===== config.mk =====
export PLATFORM = sky130hd
export DESIGN_NAME = instruction_sequencer_flat
export DESIGN_NICKNAME = d
export VERILOG_FILES = /design/src/rtl/instruction_sequencer_if.sv /design/src/rtl/instruction_sequencer.sv /design/src/flat_wrapper.sv
export SDC_FILE = /design/constraint.sdc
export NUM_CORES = 1
export LEC_CHECK = 0
export BUFFER_PORTS_ARGS = -buffer_cell sky130_fd_sc_hd__buf_4
export CELL_PAD_IN_SITES_DETAIL_PLACEMENT = 0
export CELL_PAD_IN_SITES_GLOBAL_PLACEMENT = 1
export CORE_UTILIZATION = 25
export DETAILED_ROUTE_END_ITERATION = 8
export GPL_TIMING_DRIVEN = 0
export PLACE_DENSITY = 0.56
export SLEW_MARGIN = 15
export SYNTH_ARGS = -nofsm -noshare
export SYNTH_HDL_FRONTEND = slang
export SYNTH_SLANG_ARGS = --single-unit

===== constraint.sdc =====
create_clock -name clk -period 1.95 [get_ports clk]
set_input_delay 0 -clock clk [delete_from_list [all_inputs] [get_ports clk]]
set_output_delay 0 -clock clk [all_outputs]
set_load 0.03 [all_outputs]

===== src/rtl/instruction_sequencer_if.sv =====
// Bus between the phase sequencer and its surroundings (decoder, memory, halt terminator).
// The step input exists only when SINGLE_STEP_EN is defined.
interface instruction_sequencer_if #(
    parameter int PC_WIDTH = 8
);
    // Handshake: mem_wait=1 acts as "not ready" and holds FETCH, and the sequencer
    // leaves FETCH on the first edge that sees mem_wait=0. halted is a level that
    // wins over every other transition at the edge where it is seen high.
    logic                halted;
    logic                mem_wait;
    logic [1:0]          exec_cycles;
    logic                branch_taken;
    logic [PC_WIDTH-1:0] branch_target;
`ifdef SINGLE_STEP_EN
    logic                step;
`endif
    logic                fetch;
    logic                decode;
    logic                execute;
    logic                instruction_end;
    logic [PC_WIDTH-1:0] pc;
    logic                pc_overflow;

    modport master (
`ifdef SINGLE_STEP_EN
        input  step,
`endif
        input  halted, mem_wait, exec_cycles, branch_taken, branch_target,
        output fetch, decode, execute, instruction_end, pc, pc_overflow
    );

    modport slave (
`ifdef SINGLE_STEP_EN
        output step,
`endif
        output halted, mem_wait, exec_cycles, branch_taken, branch_target,
        input  fetch, decode, execute, instruction_end, pc, pc_overflow
    );
endinterface


===== src/rtl/instruction_sequencer.sv =====
// Phase sequencer and program counter: FETCH -> DECODE -> EXECUTE(1..4), frozen by halted.
// Optional feature macro: SINGLE_STEP_EN (adds step input and PAUSE state).
module instruction_sequencer #(
    parameter int                  PC_WIDTH = 8,
    parameter logic [PC_WIDTH-1:0] RESET_PC = '0
) (
    input  logic                    clk,
    input  logic                    rst_n,
    instruction_sequencer_if.master bus,
    output logic [2:0]              o_dbg_state
);
    localparam logic [2:0] S_IDLE    = 3'd0;
    localparam logic [2:0] S_FETCH   = 3'd1;
    localparam logic [2:0] S_DECODE  = 3'd2;
    localparam logic [2:0] S_EXECUTE = 3'd3;
    localparam logic [2:0] S_STOPPED = 3'd4;
`ifdef SINGLE_STEP_EN
    localparam logic [2:0] S_PAUSE   = 3'd5;
`endif

    logic [2:0]          r_state;
    logic [2:0]          w_state_next;
    logic [1:0]          r_cnt;
    logic [PC_WIDTH-1:0] r_pc;
    logic                r_pc_overflow;
    logic                w_last_exec;
    logic                w_pc_update;

    assign w_last_exec = (r_state == S_EXECUTE) && (r_cnt == 2'd0);
    // An instruction aborted by halted must not retire its pc update.
    assign w_pc_update = w_last_exec && !bus.halted;

    always_comb begin
        w_state_next = r_state;
        case (r_state)
            S_IDLE:    w_state_next = S_FETCH;
            S_FETCH:   if (!bus.mem_wait) w_state_next = S_DECODE;
            S_DECODE:  w_state_next = S_EXECUTE;
            S_EXECUTE: begin
                if (r_cnt == 2'd0) begin
`ifdef SINGLE_STEP_EN
                    w_state_next = S_PAUSE;
`else
                    w_state_next = S_FETCH;
`endif
                end
            end
`ifdef SINGLE_STEP_EN
            S_PAUSE:   if (bus.step) w_state_next = S_FETCH;
`endif
            S_STOPPED: w_state_next = S_STOPPED;
            default:   w_state_next = S_IDLE;
        endcase
        if (bus.halted && (r_state != S_STOPPED)) w_state_next = S_STOPPED;
    end

    always_ff @(posedge clk or negedge rst_n) begin
        if (!rst_n) begin
            r_state       <= S_IDLE;
            r_cnt         <= 2'd0;
            r_pc          <= RESET_PC;
            r_pc_overflow <= 1'b0;
        end else begin
            r_state <= w_state_next;
            if (r_state == S_DECODE) begin
                r_cnt <= bus.exec_cycles;
            end else if ((r_state == S_EXECUTE) && (r_cnt != 2'd0)) begin
                r_cnt <= r_cnt - 2'd1;
            end
            if (w_pc_update) begin
                if (bus.branch_taken) begin
                    r_pc <= bus.branch_target;
                end else begin
                    r_pc <= r_pc + 1'b1;
                    if (&r_pc) r_pc_overflow <= 1'b1;
                end
            end
        end
    end

    assign bus.fetch           = (r_state == S_FETCH);
    assign bus.decode          = (r_state == S_DECODE);
    assign bus.execute         = (r_state == S_EXECUTE);
    assign bus.instruction_end = w_last_exec;
    assign bus.pc              = r_pc;
    assign bus.pc_overflow     = r_pc_overflow;
    assign o_dbg_state         = r_state;
endmodule

===== src/flat_wrapper.sv =====
// flat-port wrapper written by rule: the top's interface ports become plain ports
module instruction_sequencer_flat 
#(
    parameter int                  PC_WIDTH = 8,
    parameter logic [PC_WIDTH-1:0] RESET_PC = '0
)
  (clk, rst_n, o_dbg_state, bus_halted, bus_mem_wait, bus_exec_cycles, bus_branch_taken, bus_branch_target, bus_fetch, bus_decode, bus_execute, bus_instruction_end, bus_pc, bus_pc_overflow);
  instruction_sequencer_if #(.PC_WIDTH(PC_WIDTH)) bus_i ();
  input  logic clk;
  input  logic rst_n;
  output logic [2:0] o_dbg_state;
  input wire logic [$bits(bus_i.halted)-1:0] bus_halted;
  input wire logic [$bits(bus_i.mem_wait)-1:0] bus_mem_wait;
  input wire logic [$bits(bus_i.exec_cycles)-1:0] bus_exec_cycles;
  input wire logic [$bits(bus_i.branch_taken)-1:0] bus_branch_taken;
  input wire logic [$bits(bus_i.branch_target)-1:0] bus_branch_target;
  output wire logic [$bits(bus_i.fetch)-1:0] bus_fetch;
  output wire logic [$bits(bus_i.decode)-1:0] bus_decode;
  output wire logic [$bits(bus_i.execute)-1:0] bus_execute;
  output wire logic [$bits(bus_i.instruction_end)-1:0] bus_instruction_end;
  output wire logic [$bits(bus_i.pc)-1:0] bus_pc;
  output wire logic [$bits(bus_i.pc_overflow)-1:0] bus_pc_overflow;
  assign bus_i.halted = bus_halted;
  assign bus_i.mem_wait = bus_mem_wait;
  assign bus_i.exec_cycles = bus_exec_cycles;
  assign bus_i.branch_taken = bus_branch_taken;
  assign bus_i.branch_target = bus_branch_target;
  assign bus_fetch = bus_i.fetch;
  assign bus_decode = bus_i.decode;
  assign bus_execute = bus_i.execute;
  assign bus_instruction_end = bus_i.instruction_end;
  assign bus_pc = bus_i.pc;
  assign bus_pc_overflow = bus_i.pc_overflow;
  instruction_sequencer #(.PC_WIDTH(PC_WIDTH), .RESET_PC(RESET_PC)) u_core (.clk(clk), .rst_n(rst_n), .bus(bus_i), .o_dbg_state(o_dbg_state));
endmodule

Word level (Yosys, flattened, before mapping)
Cells that the tools add are included.
W data, S select, Z words.
{"block": "totals", "ram_bits": 0, "wordCells": 32, "romBits": 0, "latchBits": 0, "memories": 0, "reg_bits": 14}
{"block": "classes", "div_mod_pow": 0, "eq_ne": 7, "add_sub_neg": 2, "n_lt_le_gt_ge": 0, "mul": 0, "reduce_logical": 11, "shift": 0, "n_bitwise": 1, "n_mux": 7}
{"cell": "$pmux W3 S5", "n": 1}
{"cell": "$reduce_and A10 Y1", "n": 1}
{"cell": "$mux W3", "n": 3}
{"cell": "$add A8 B1 Y8 const B", "n": 1}
{"cell": "$mux W8", "n": 1}
{"cell": "$eq A3 B2 Y1 const B", "n": 2}
{"cell": "$logic_and A1 B1 Y1", "n": 4}
{"cell": "$mux W2", "n": 2}
{"cell": "$reduce_bool A2 Y1", "n": 2}
{"cell": "$eq A3 B1 Y1 const B", "n": 1}
{"cell": "$eq A3 B3 Y1 const B", "n": 1}
{"cell": "$logic_not A3 Y1", "n": 1}
{"cell": "$ne A3 B1 Y1 const B", "n": 1}
{"cell": "$ne A3 B2 Y1 const B", "n": 1}
{"cell": "$ne A3 B3 Y1 const B", "n": 1}
{"cell": "$logic_not A2 Y1", "n": 1}
{"cell": "$reduce_and A2 Y1", "n": 1}
{"cell": "$sub A2 B1 Y2 const B", "n": 1}
{"cell": "$logic_not A1 Y1", "n": 1}
{"cell": "$not A1 Y1", "n": 1}

Logic depth before layout (Yosys ltp)
Gate-level depths: netlist (run 1).
{"block": "logic_depth", "word_depth": 4, "depth_mapped": 7}

Worst setup path after synthesis (run 1)
Ideal clock, no wire load.
{"block": "synth_path", "kind": "reg2reg", "start": "register u_core.r_state[2], in the netlist u_core.o_dbg_state[2]", "end": "register u_core.r_cnt[0]", "setup_ns": 0.083, "period_less_slack_ns": 1.591, "setup_slack_ns": 0.359, "required_time_ns": 1.867, "t_arrival_ns": 1.508, "path_stages_with_launch": 5, "path_buffers": 0, "path_cell_list": "dfrtp_1 > nand2b_1 > nor2_1 > a22oi_1 > o21ai_0"}
{"block": "synth_between", "elab_cells_between_ends": 5}
{"element": "start: declaration", "line": "instruction_sequencer.sv:21", "text": "logic [2:0] r_state;"}
{"element": "start signal: assignment", "line": "instruction_sequencer.sv:64", "text": "r_state <= w_state_next;"}
{"element": "$eq A3 B2 Y1 *"}
{"element": "via bus_decode", "line": "flat_wrapper.sv:18", "text": "output wire logic [$bits(bus_i.decode)-1:0] bus_decode;"}
{"element": "$mux W2 / $reduce_bool A2 Y1 (equally long branches)"}
{"element": "end signal: assignment", "line": "instruction_sequencer.sv:66", "text": "r_cnt <= bus.exec_cycles;"}
{"element": "end signal: assignment", "line": "instruction_sequencer.sv:68", "text": "r_cnt <= r_cnt - 2'd1;"}
{"element": "end: declaration", "line": "instruction_sequencer.sv:23", "text": "logic [1:0] r_cnt;"}
Mark *: on every way through the listed nets, which the timed path passes. The rest lies on a longest branch.
A chain may end at the register's enable or synchronous reset.

Worst setup path in the final report (run 1)
{"block": "layout_path", "start": "register u_core.r_cnt[0]", "end": "register u_core.r_pc[4], in the netlist u_core.bus.pc[4]"}
{"block": "layout_between", "elab_chain_cells": 3}
{"element": "$logic_not A2 Y1", "line": "instruction_sequencer.sv:29", "text": "assign w_last_exec = (r_state == S_EXECUTE) && (r_cnt == 2'd0);"}
{"element": "$logic_and A1 B1 Y1", "line": "instruction_sequencer.sv:29"}
{"element": "$logic_and A1 B1 Y1", "line": "instruction_sequencer.sv:31", "text": "assign w_pc_update = w_last_exec && !bus.halted;"}
{"element": "end signal: assignment", "line": "instruction_sequencer.sv:72", "text": "r_pc <= bus.branch_target;"}
{"element": "end signal: assignment", "line": "instruction_sequencer.sv:74", "text": "r_pc <= r_pc + 1'b1;"}
{"element": "end: declaration", "line": "instruction_sequencer.sv:24", "text": "logic [PC_WIDTH-1:0] r_pc;"}
No other way between the ends.

==> results.md, run 1 <==
* Clk_skew at 0.000831 ns
* Core ar. at 3050 sq um
* Grt total ovfl at 0
* Depth of the worst register-to-register path at 6
* Arr. time, crit path at 1.93 ns
* CP Class: reg2reg
* Crit path to: u_core.bus.pc[4]
* Reg-to-reg setup timing slack at 0.24 ns
* Critical-path top delay cell: or4_1
* Die area at between 3000 and 4000 sq um
* CP Launch Type: flop
* Headroom to the max-slew limit at 0.700
* H-Tree Depth at 1
* Crit path time final at 1.71 ns
* Post-synth top area share at 0.436
* PortBufs at 30
* Mapped cell area at 803 sq um
* Vias/cell at 4.59
* Class of the worst hold path: in2reg
* Layout fillers at 330
* Initial antenna violation count at 0
* Flip-flop and latch area at 350 sq um
* Num rows at 20
* Cell taking the most area after synthesis: dfrtp_1
* Clock power share at 0.381
* Worst VDD drop at 341 uV
* Final slew viol count at 0
* Max Cap Violations at 0
* Seq/Total Area, Yosys at 0.436
* Multi-input logic area at 427 sq um
* Die span in x at 58.7 microns
* YS warnings at 0
* Share of cells above drive strength 1 at 0.299
* Clk_lat worst skew at about 0.28 ns
* I/O Pins at 31
* Min Hold Slack at 0.00707 ns
* First-pass GRT wire length at 3.83 mm
* Most common cell in the netlist: dfrtp_1
* Drt first pass iters at 4
* Area grow syn2layout at 52.6%
* Vias in the first global route at 820
* Post-synth cell types at 33
* Synth area leaders: dfrtp_1 44%, nor2_1 6.1%, a21oi_1 5.6%, ha_1 3.1%, nand3_1 3.1%
* Gpl congestion at 0.765
* # DRC at 0
* Worst stage delay on the critical path at 0.48 ns
* Synth Instances at 93
* P_leak at around 0.57 nW
* Worst Path Max Fanout at 9
* WL/cell at 12.2 microns
* Slew at the pin with the worst max-slew slack at 0.450 ns
* Worst-path clk slew at 0.09 ns
* Power density over the cells at 473 nW/um^2
* CTS tree: yes
* Pin count of the biggest net entering global routing at 15
* Outcome: finished clean
* Worst R2R End: u_core.bus.pc[4]
* Max Root-Sink Buffers at 2
* Number of synthesized flops with an enable pin at 0
* Flops & latches, synth at 14
* Tcrit/Tclk final at 0.874
* Clock sink count at 14
* Synth cell count leaders: 14 x dfrtp_1, 13 x nor2_1, 9 x a21oi_1
* CP cell instances: inv_1, ha_1, and3_4, nand2_4, or4_1, nand3_1
* Internal power at 0.445 mW
* Combinational Power Share at 0.111
* Root buf cell: clkbuf_4
* Top FF cell, synth: dfrtp_1
* Iteration-0 DRC Markers at around 40
* Max Freq at 586 MHz
* Initial Utilization at 0.263
* Final setup vio count at 0
* Setup bufs post-CTS at 0
* # diodes at 0
* HPWL Detailed at 1.55 mm
* RSZ-0062 raised after global routing: no
* Worst path required time at 2.18 ns
* Reg power frac at 0.508
* Nets@finish at approximately 160
* CP startpoint: u_core.r_cnt[0]
* Post-synthesis async set-or-reset flop share at 1.00
* Net Sw Frac at 0.232
* Worst r2r src: u_core.r_cnt[0]
* Height of the die at slightly below 60 microns
* GRT Overall Usage at 0.149
* Final wirelength at 2.21 mm
* Synth Net Count at 110
* Final Hold Viols at 0
* Via count at between 800 and 900
* Setup TNS at 0 ns
* Post-DRT Antenna Nets at 0
* TritonCTS Buffers at 3
* Mean post-synth cell area at 8.64 sq um
* P_sw at 0.135 mW
* Element type at the critical path end: flop
==> worst min-delay path by stage <==
stage | depth (start not counted) | from | end | slack (ns)
2_1_floorplan | 0 | rst_n | u_core.bus.pc[0] | -0.30
3_3_place_gp | 1 | rst_n | u_core.bus.pc[0] | -0.13
3_5_place_dp | 1 | rst_n | u_core.bus.pc[0] | -0.13
4_1_cts | 3 | bus_branch_target[0] | u_core.bus.pc[0] | 0.002
5_1_grt | 3 | bus_branch_target[0] | u_core.bus.pc[0] | 0.06
6_report | 3 | bus_branch_target[0] | u_core.bus.pc[0] | 0.007
==> registers in the layout, indices dropped and copies added (netlist names) <==
| signal | flops |
|---|---|
| u_core.bus.pc_overflow | 1 |
| u_core.o_dbg_state | 3 |
| u_core.bus.pc | 8 |
| u_core.r_cnt | 2 |
==> critical path, delay by kind of cell (launching register included) <==
kind / cells / cell delay (ns)
AND/OR/NAND/NOR: 4 / 0.90
flip-flops: 1 / 0.42
adder cells (fa/ha/maj): 1 / 0.25
buffers and inverters: 1 / 0.07
==> kinds of logic after synthesis <==
group	count (synthesis)	synth area share
AOI/OAI and AO/OA	26	0.198
adders and majority gates	2	0.0311
buffers and inverters	7	0.0327
DFF	14	0.436
muxes	1	0.0125
and+or+nand+nor	43	0.290
==> area by class of cell <==
| class | count | area share |
|---|---|---|
| Buffer | 1 | 0.00306 |
| Clock buffer | 4 | 0.0296 |
| Inverter | 5 | 0.0153 |
| Multi-Input combinational cell | 72 | 0.348 |
| Sequential cell | 14 | 0.286 |
| Tap cell | 44 | 0.0449 |
| Timing Repair Buffer | 41 | 0.273 |
==> stage by stage <==
stage                     setup slack (ns)  total power [mW]  cells   util  cell area, sq um
after global placement               0.185             0.349    167  0.355              1080
after CTS                            0.173             0.597    182  0.403              1230
final                                0.245             0.580    181  0.402              1230
after global routing                0.0813             0.614    181  0.402              1230
after detailed placement             0.199             0.349    167  0.355              1080
after floorplan                      0.359             0.315     93      -               803
==> cells in the final DEF (no fill, tap or decap), types with 2 or more instances in the layout <==
| cell type | count |
|---|---|
| a31oi_1 | 2 |
| nand2_1 | 6 |
| nand3_1 | 5 |
| a21oi_1 | 9 |
| clkbuf_4 | 3 |
| buf_4 | 30 |
| o22ai_1 | 4 |
| o21ai_0 | 5 |
| dfrtp_1 | 14 |
| dlygate4sd3_1 | 11 |
| nor2_1 | 13 |
| nor3_1 | 5 |
| ha_1 | 2 |
| inv_1 | 5 |
==> metal layers <==
metal	part of all wire	GRT usage
met1	0.48	0.193
met3	0.050	0.0440
met4	0.0077	0.0408
met5	0	0
met2	0.46	0.243
==> power by group through the flow <==
stage	clock (mW)	sequential, mW	combinational, mW
6_report	0.221	0.295	0.0644
5_1_grt	0.246	0.296	0.0721
4_1_cts	0.237	0.295	0.0653
3_5_place_dp	0	0.300	0.0490
3_3_place_gp	0	0.300	0.0486
2_1_floorplan	0	0.300	0.0153
==> what timing repair did <==
item / in CTS / in global routing
hold buffers: 11 / 0
setup endpoints to repair: 0 / 1
endpoints found under the hold margin: 24 / 0
gates resized for setup: 0 / 0
No activity file was read; power rests on OpenSTA's default activity.
==> inputs of run 2 (changes only) <==
GPL_TIMING_DRIVEN = not set   (was 0)
PLACE_DENSITY = 0.66   (was 0.56)
clock period = 1.71 ns   (was 1.95 ns; I/O delays follow)
==> run 2 against run 1 <==
  * Setup slack worse by 0.11 ns
  * Clock skew about the same
  * Global-route usage down 1.4 points
  * Register-to-register slack worse by 0.11 ns
  * Sequential cell count unchanged
  * Sequential share of layout area down 0.14 points
  * Critical endpoint unchanged
  * Clock power up 11%
  * Wire length down 8.2%
  * Hold slack better by 0.0048 ns
  * Total power up 12%
  * Via count up 0.96%
  * Critical path type unchanged
  * Largest power group unchanged
  * Clock-buffer cell count unchanged
==> results.md, run 2 (synthesis results as in run 1) <==
* WL/cell at 11.1 microns
* Inst Count DP at 169
* Worst VDD drop at 157 uV
* Class of the worst hold path: in2reg
* Clk_lat worst skew at approximately 0.28 ns
* Final Hold Viols at 0
* # DRC at 0
* H-Tree Depth at 1
* Final setup vio count at 0
* P_sw at 0.145 mW
* Drt first pass iters at 4
* CP Class: reg2reg
* Worst-path clk slew at ~0.09 ns
* Headroom to the max-slew limit at 0.764
* Nets@finish at around 160
* Slew at the pin with the worst max-slew slack at 0.349 ns
* Gpl congestion at between 0.7 and 0.8
* Area grow syn2layout at 53.4%
* Core ar. at 3050 sq um
* Power density over the cells at 528 nW/um^2
* Share of cells above drive strength 1 at 0.326
* Clk_skew at 0.00116 ns
* Num rows at 20
* CTS tree: yes
* Die area at about 3400 sq um
* Worst Path Max Fanout at 9
* Final wirelength at 2.03 mm
* Crit path time final at 1.57 ns
* Initial Utilization at 0.263
* First-pass GRT wire length at 3.45 mm
* Max FFs per register at 8
* Max Freq at 636 MHz
* Setup TNS at 0 ns
* Die span in x at between 50 and 60 microns
* Reg power frac at 0.516
* Multi-input logic area at 427 sq um
* Pin count of the biggest net entering global routing at 15
* PortBufs at 30
* Clock sink count at 14
* # diodes at 0
* Internal power at 0.506 mW
* Height of the die at slightly below 60 microns
* I/O Pins at 31
* Tot Pwr at about 0.65 mW
* Outcome: finished clean
* Vias/cell at 4.60
* Vias in the first global route at 804
* Max Cap Violations at 0
* Arr. time, crit path at approximately 1.8 ns
* Post-DRT Antenna Nets at 0
* Final slew viol count at 0
* P_leak at just under 0.6 nW
* GRT Overall Usage at 0.135
* Initial antenna violation count at 0
* Most common cell after layout, fill and taps aside: buf_4
* Via count at 838
* Flip-flop and latch area at ~350 sq um
* Combinational Power Share at 0.107
* Most frequent cells in the layout: 34 x buf_4, 14 x dfrtp_1, 13 x nor2_1, 9 x a21oi_1, 9 x dlygate4sd3_1
* PostCTS Resize Cnt at 0
* RSZ-0062 raised after global routing: no
* Element type at the critical path end: flop
* Root buf cell: clkbuf_4
* Worst path required time at 1.93 ns
* Net Sw Frac at 0.223
* Grt total ovfl at 0
* Iteration-0 DRC Markers at 14
* Clock power share at 0.376
* Max Root-Sink Buffers at 2
* TritonCTS Buffers at 3
* Layout fillers at about 340
* Tcrit/Tclk final at 0.920
* CP Launch Type: flop
* HPWL Detailed at about 1.5 mm
* Non-filler cells, final at 182
==> run 2: cell types whose count changed in the layout (fill, tap and decap cells not counted), sizes merged <==
cell	previous run	this run
buf	30	34
dlygate4sd3	11	9
clkbuf	5	4
==> run 2: power by group through the flow <==
stage                     combinational [mW]  sequential [mW]  clock, mW
final                                 0.0698            0.336      0.245
after CTS                             0.0711            0.336      0.258
after detailed placement              0.0546            0.343          0
after global routing                  0.0791            0.337      0.280
after global placement                0.0546            0.342          0
after floorplan                       0.0174            0.342          0
==> run 2: per-layer routing <==
metal  GRT usage  up-vias  part of all wire
li1            -      430                 -
met1       0.166      378              0.47
met2       0.213       26              0.46
met3      0.0418        4             0.056
met4      0.0680        0            0.0099
met5           0        -                 0
==> run 2: critical path, cell delays in order, from the launching register on <==
cell	delay (ns)
dfrtp_1	0.42
inv_1	0.07
ha_1	0.16
and3_4	0.22
nand2_4	0.08
or4_1	0.48
nand3_1	0.08
==> run 2: layout make-up <==
type,instances,share of cell area
multi-input cells,72,0.346
flip-flops and latches,14,0.284
repair buffers,43,0.280
well taps,44,0.0447
clock buffers,4,0.0294
inverters,5,0.0152
==> run 2: worst paths after layout <==
| check | from | to | slack [ns] | cells after the start |
|---|---|---|---|---|
| worst max-delay path | u_core.r_cnt[0] | u_core.bus.pc[4] | 0.14 | 6 |
| worst min-delay path | bus_mem_wait | u_core.o_dbg_state[0] | 0.01 | 3 |
| worst max register to register | u_core.r_cnt[0] | u_core.bus.pc[4] | 0.14 | 6 |
| worst min register to register | u_core.bus.pc_overflow | u_core.bus.pc_overflow | 0.48 | 1 |
| max in group asynchronous | rst_n | u_core.r_cnt[1] | 1.43 | 2 |
| min in group asynchronous | rst_n | u_core.bus.pc[1] | 0.10 | 2 |
==> run 2: through the flow <==
stage          setup WS, ns   util  hold WS (ns)  instance area (sq um)
4_1_cts               0.124  0.404       0.00182                   1230
5_1_grt              0.0183  0.404        0.0138                   1230
6_report              0.137  0.404        0.0118                   1230
3_3_place_gp          0.204  0.362        -0.134                   1110
3_5_place_dp          0.156  0.362        -0.132                   1110
2_1_floorplan         0.119      -        -0.296                    803
==> run 2: repair_timing <==
action / in CTS / in global routing
setup buffers: 0 / 0
hold buffers: 9 / 0
setup endpoints to repair: 0 / 0
endpoints found under the hold margin: 24 / 0
==> inputs of run 3 (changes only) <==
PLACE_DENSITY = not set   (was 0.66)
PLACE_DENSITY_LB_ADDON = 0.1   (was not set)
RECOVER_POWER = 25   (was not set)
==> run 3 against run 2 <==
  * Clock skew up 0.0035 ns
  * Core utilization down 0.45 points
  * Setup slack better by 0.020 ns
  * Register-to-register slack better by 0.02 ns
  * Non-clock buffer count down 1
  * Fmax up 1.3%
  * Largest power group unchanged
  * Die area unchanged
  * Via count down 0.36%
  * First-iteration DRC count up 110%
  * Clock-buffer cell count unchanged
  * Critical path depth unchanged
==> results.md, run 3 (synthesis results as in run 1) <==
* Via count at 835
* HPWL Detailed at 1.55 mm
* CTS tree: yes
* Grt total ovfl at 0
* H-Tree Depth at 1
* Nets@finish at 155
* Die area at 3440 sq um
* TritonCTS Buffers at 3
* Headroom to the max-slew limit at 0.473
* CP Class: reg2reg
* Inst Count DP at 169
* Max Root-Sink Buffers at 2
* Clk_skew at approximately 0.0046 ns
* Worst VDD drop at 184 uV
* Clock sink count at 14
* Max FFs per register at 8
* Element type at the critical path end: flop
* Outcome: finished clean
* Setup bufs post-CTS at 0
* Gpl congestion at 0.732
* Final wirelength at 2.14 mm
* # DRC at 0
* Post-CTS Hold Buffers at 8
* Vias in the first global route at 835
* # diodes at 0
* First-pass GRT wire length at 3.73 mm
* Pin count of the biggest net entering global routing at 15
* PostCTS Resize Cnt at 0
* P_leak at between 0.5 and 0.6 nW
* Max Cap Violations at 0
* Max Freq at 644 MHz
* Tcrit/Tclk final at 0.908
* Final setup vio count at 0
* Arr. time, crit path at 1.77 ns
* Setup TNS at 0 ns
* Root buf cell: clkbuf_4
* Worst-path clk slew at 0.09 ns
* Critical-path top delay cell: or4_1
* Height of the die at 58.7 microns
* Worst stage delay on the critical path at about 0.48 ns
* Final Hold Viols at 0
* Most common cell after layout, fill and taps aside: buf_4
* WL/cell at about 12 microns
* PortBufs at 30
* RSZ-0062 raised after global routing: no
* Initial antenna violation count at 0
* Drt first pass iters at 4
* Final slew viol count at 0
* Non-filler cells, final at 181
* Die span in x at 58.7 microns
* Slew at the pin with the worst max-slew slack at 0.790 ns
* Num rows at 20
* GRT Overall Usage at 0.144
* Core ar. at 3050 sq um
* Share of cells above drive strength 1 at 0.321
* Initial Utilization at 0.263
* Power density over the cells at roughly 530 nW/um^2
* CP cell instances: inv_1, ha_1, and3_4, nand2_4, or4_1, nand3_1
* Tot Pwr at about 0.64 mW
* Area grow syn2layout at 51.7%
* Class of the worst hold path: in2reg
* Vias/cell at 4.61
* I/O Pins at 31
* Post-DRT Antenna Nets at 0
* Worst Path Max Fanout at 9
* Crit path time final at 1.55 ns
* Iteration-0 DRC Markers at 29
* Worst path required time at 1.93 ns
* Most frequent cells in the layout: 33 x buf_4, 14 x dfrtp_1, 13 x nor2_1, 9 x a21oi_1, 8 x dlygate4sd3_1
* CP Launch Type: flop
* Clk_lat worst skew at 0.28 ns
-- run 3: report_power, final --
group	total, mW	switching, mW	internal, mW	leakage (nW)
Combinational	0.0681	0.0281	0.0401	0.374
Clock	0.240	0.110	0.129	0.0210
Sequential	0.336	0.00205	0.334	0.177
-- run 3: layer usage --
| metal | GRT usage | share of wire | vias up |
|---|---|---|---|
| met5 | 0 | 0 | - |
| met4 | 0.0714 | 0 | 0 |
| met3 | 0.0198 | 0.029 | 0 |
| met2 | 0.243 | 0.48 | 22 |
| met1 | 0.181 | 0.49 | 384 |
| li1 | - | - | 429 |
-- run 3: path summary, 6_finish.rpt --
| kind | from | end | slack, ns | cells after the start |
|---|---|---|---|---|
| setup / recovery | u_core.r_cnt[0] | u_core.bus.pc[4] | 0.16 | 6 |
| hold / removal | bus_branch_target[7] | u_core.bus.pc[7] | 0.01 | 3 |
| setup reg to reg | u_core.r_cnt[0] | u_core.bus.pc[4] | 0.16 | 6 |
| hold reg to reg | u_core.bus.pc_overflow | u_core.bus.pc_overflow | 0.48 | 1 |
| max in group asynchronous | rst_n | u_core.r_cnt[0] | 0.91 | 2 |
| min in group asynchronous | rst_n | u_core.bus.pc[5] | 0.31 | 2 |
-- run 3: cell type report --
| cell class | instances | area (sq um) |
|---|---|---|
| Clock buffer | 4 | 36.3 |
| Sequential cell | 14 | 350 |
| Timing Repair Buffer | 42 | 332 |
| Multi-Input combinational cell | 72 | 427 |
| Fill cell | 331 | 1830 |
| Tap cell | 44 | 55.1 |
| Inverter | 5 | 18.8 |
-- run 3: critical path, delay by kind of cell, from the launching register on --
family                     cells  cell delay (ns)
adders and majority gates      1             0.15
buffers and inverters          1             0.07
DFF                            1             0.41
and+or+nand+nor                4             0.86
-- run 3: stage by stage --
step | instance area (sq um) | util | hold slack [ns] | setup WS [ns]
global placement | 1110 | 0.362 | -0.132 | 0.202
floorplan | 803 | - | -0.296 | 0.119
finish | 1220 | 0.399 | 0.0134 | 0.157
global route | 1220 | 0.399 | 0.0216 | 0.0461
detailed placement | 1110 | 0.362 | -0.134 | 0.173
CTS | 1220 | 0.400 | 0.00201 | 0.155
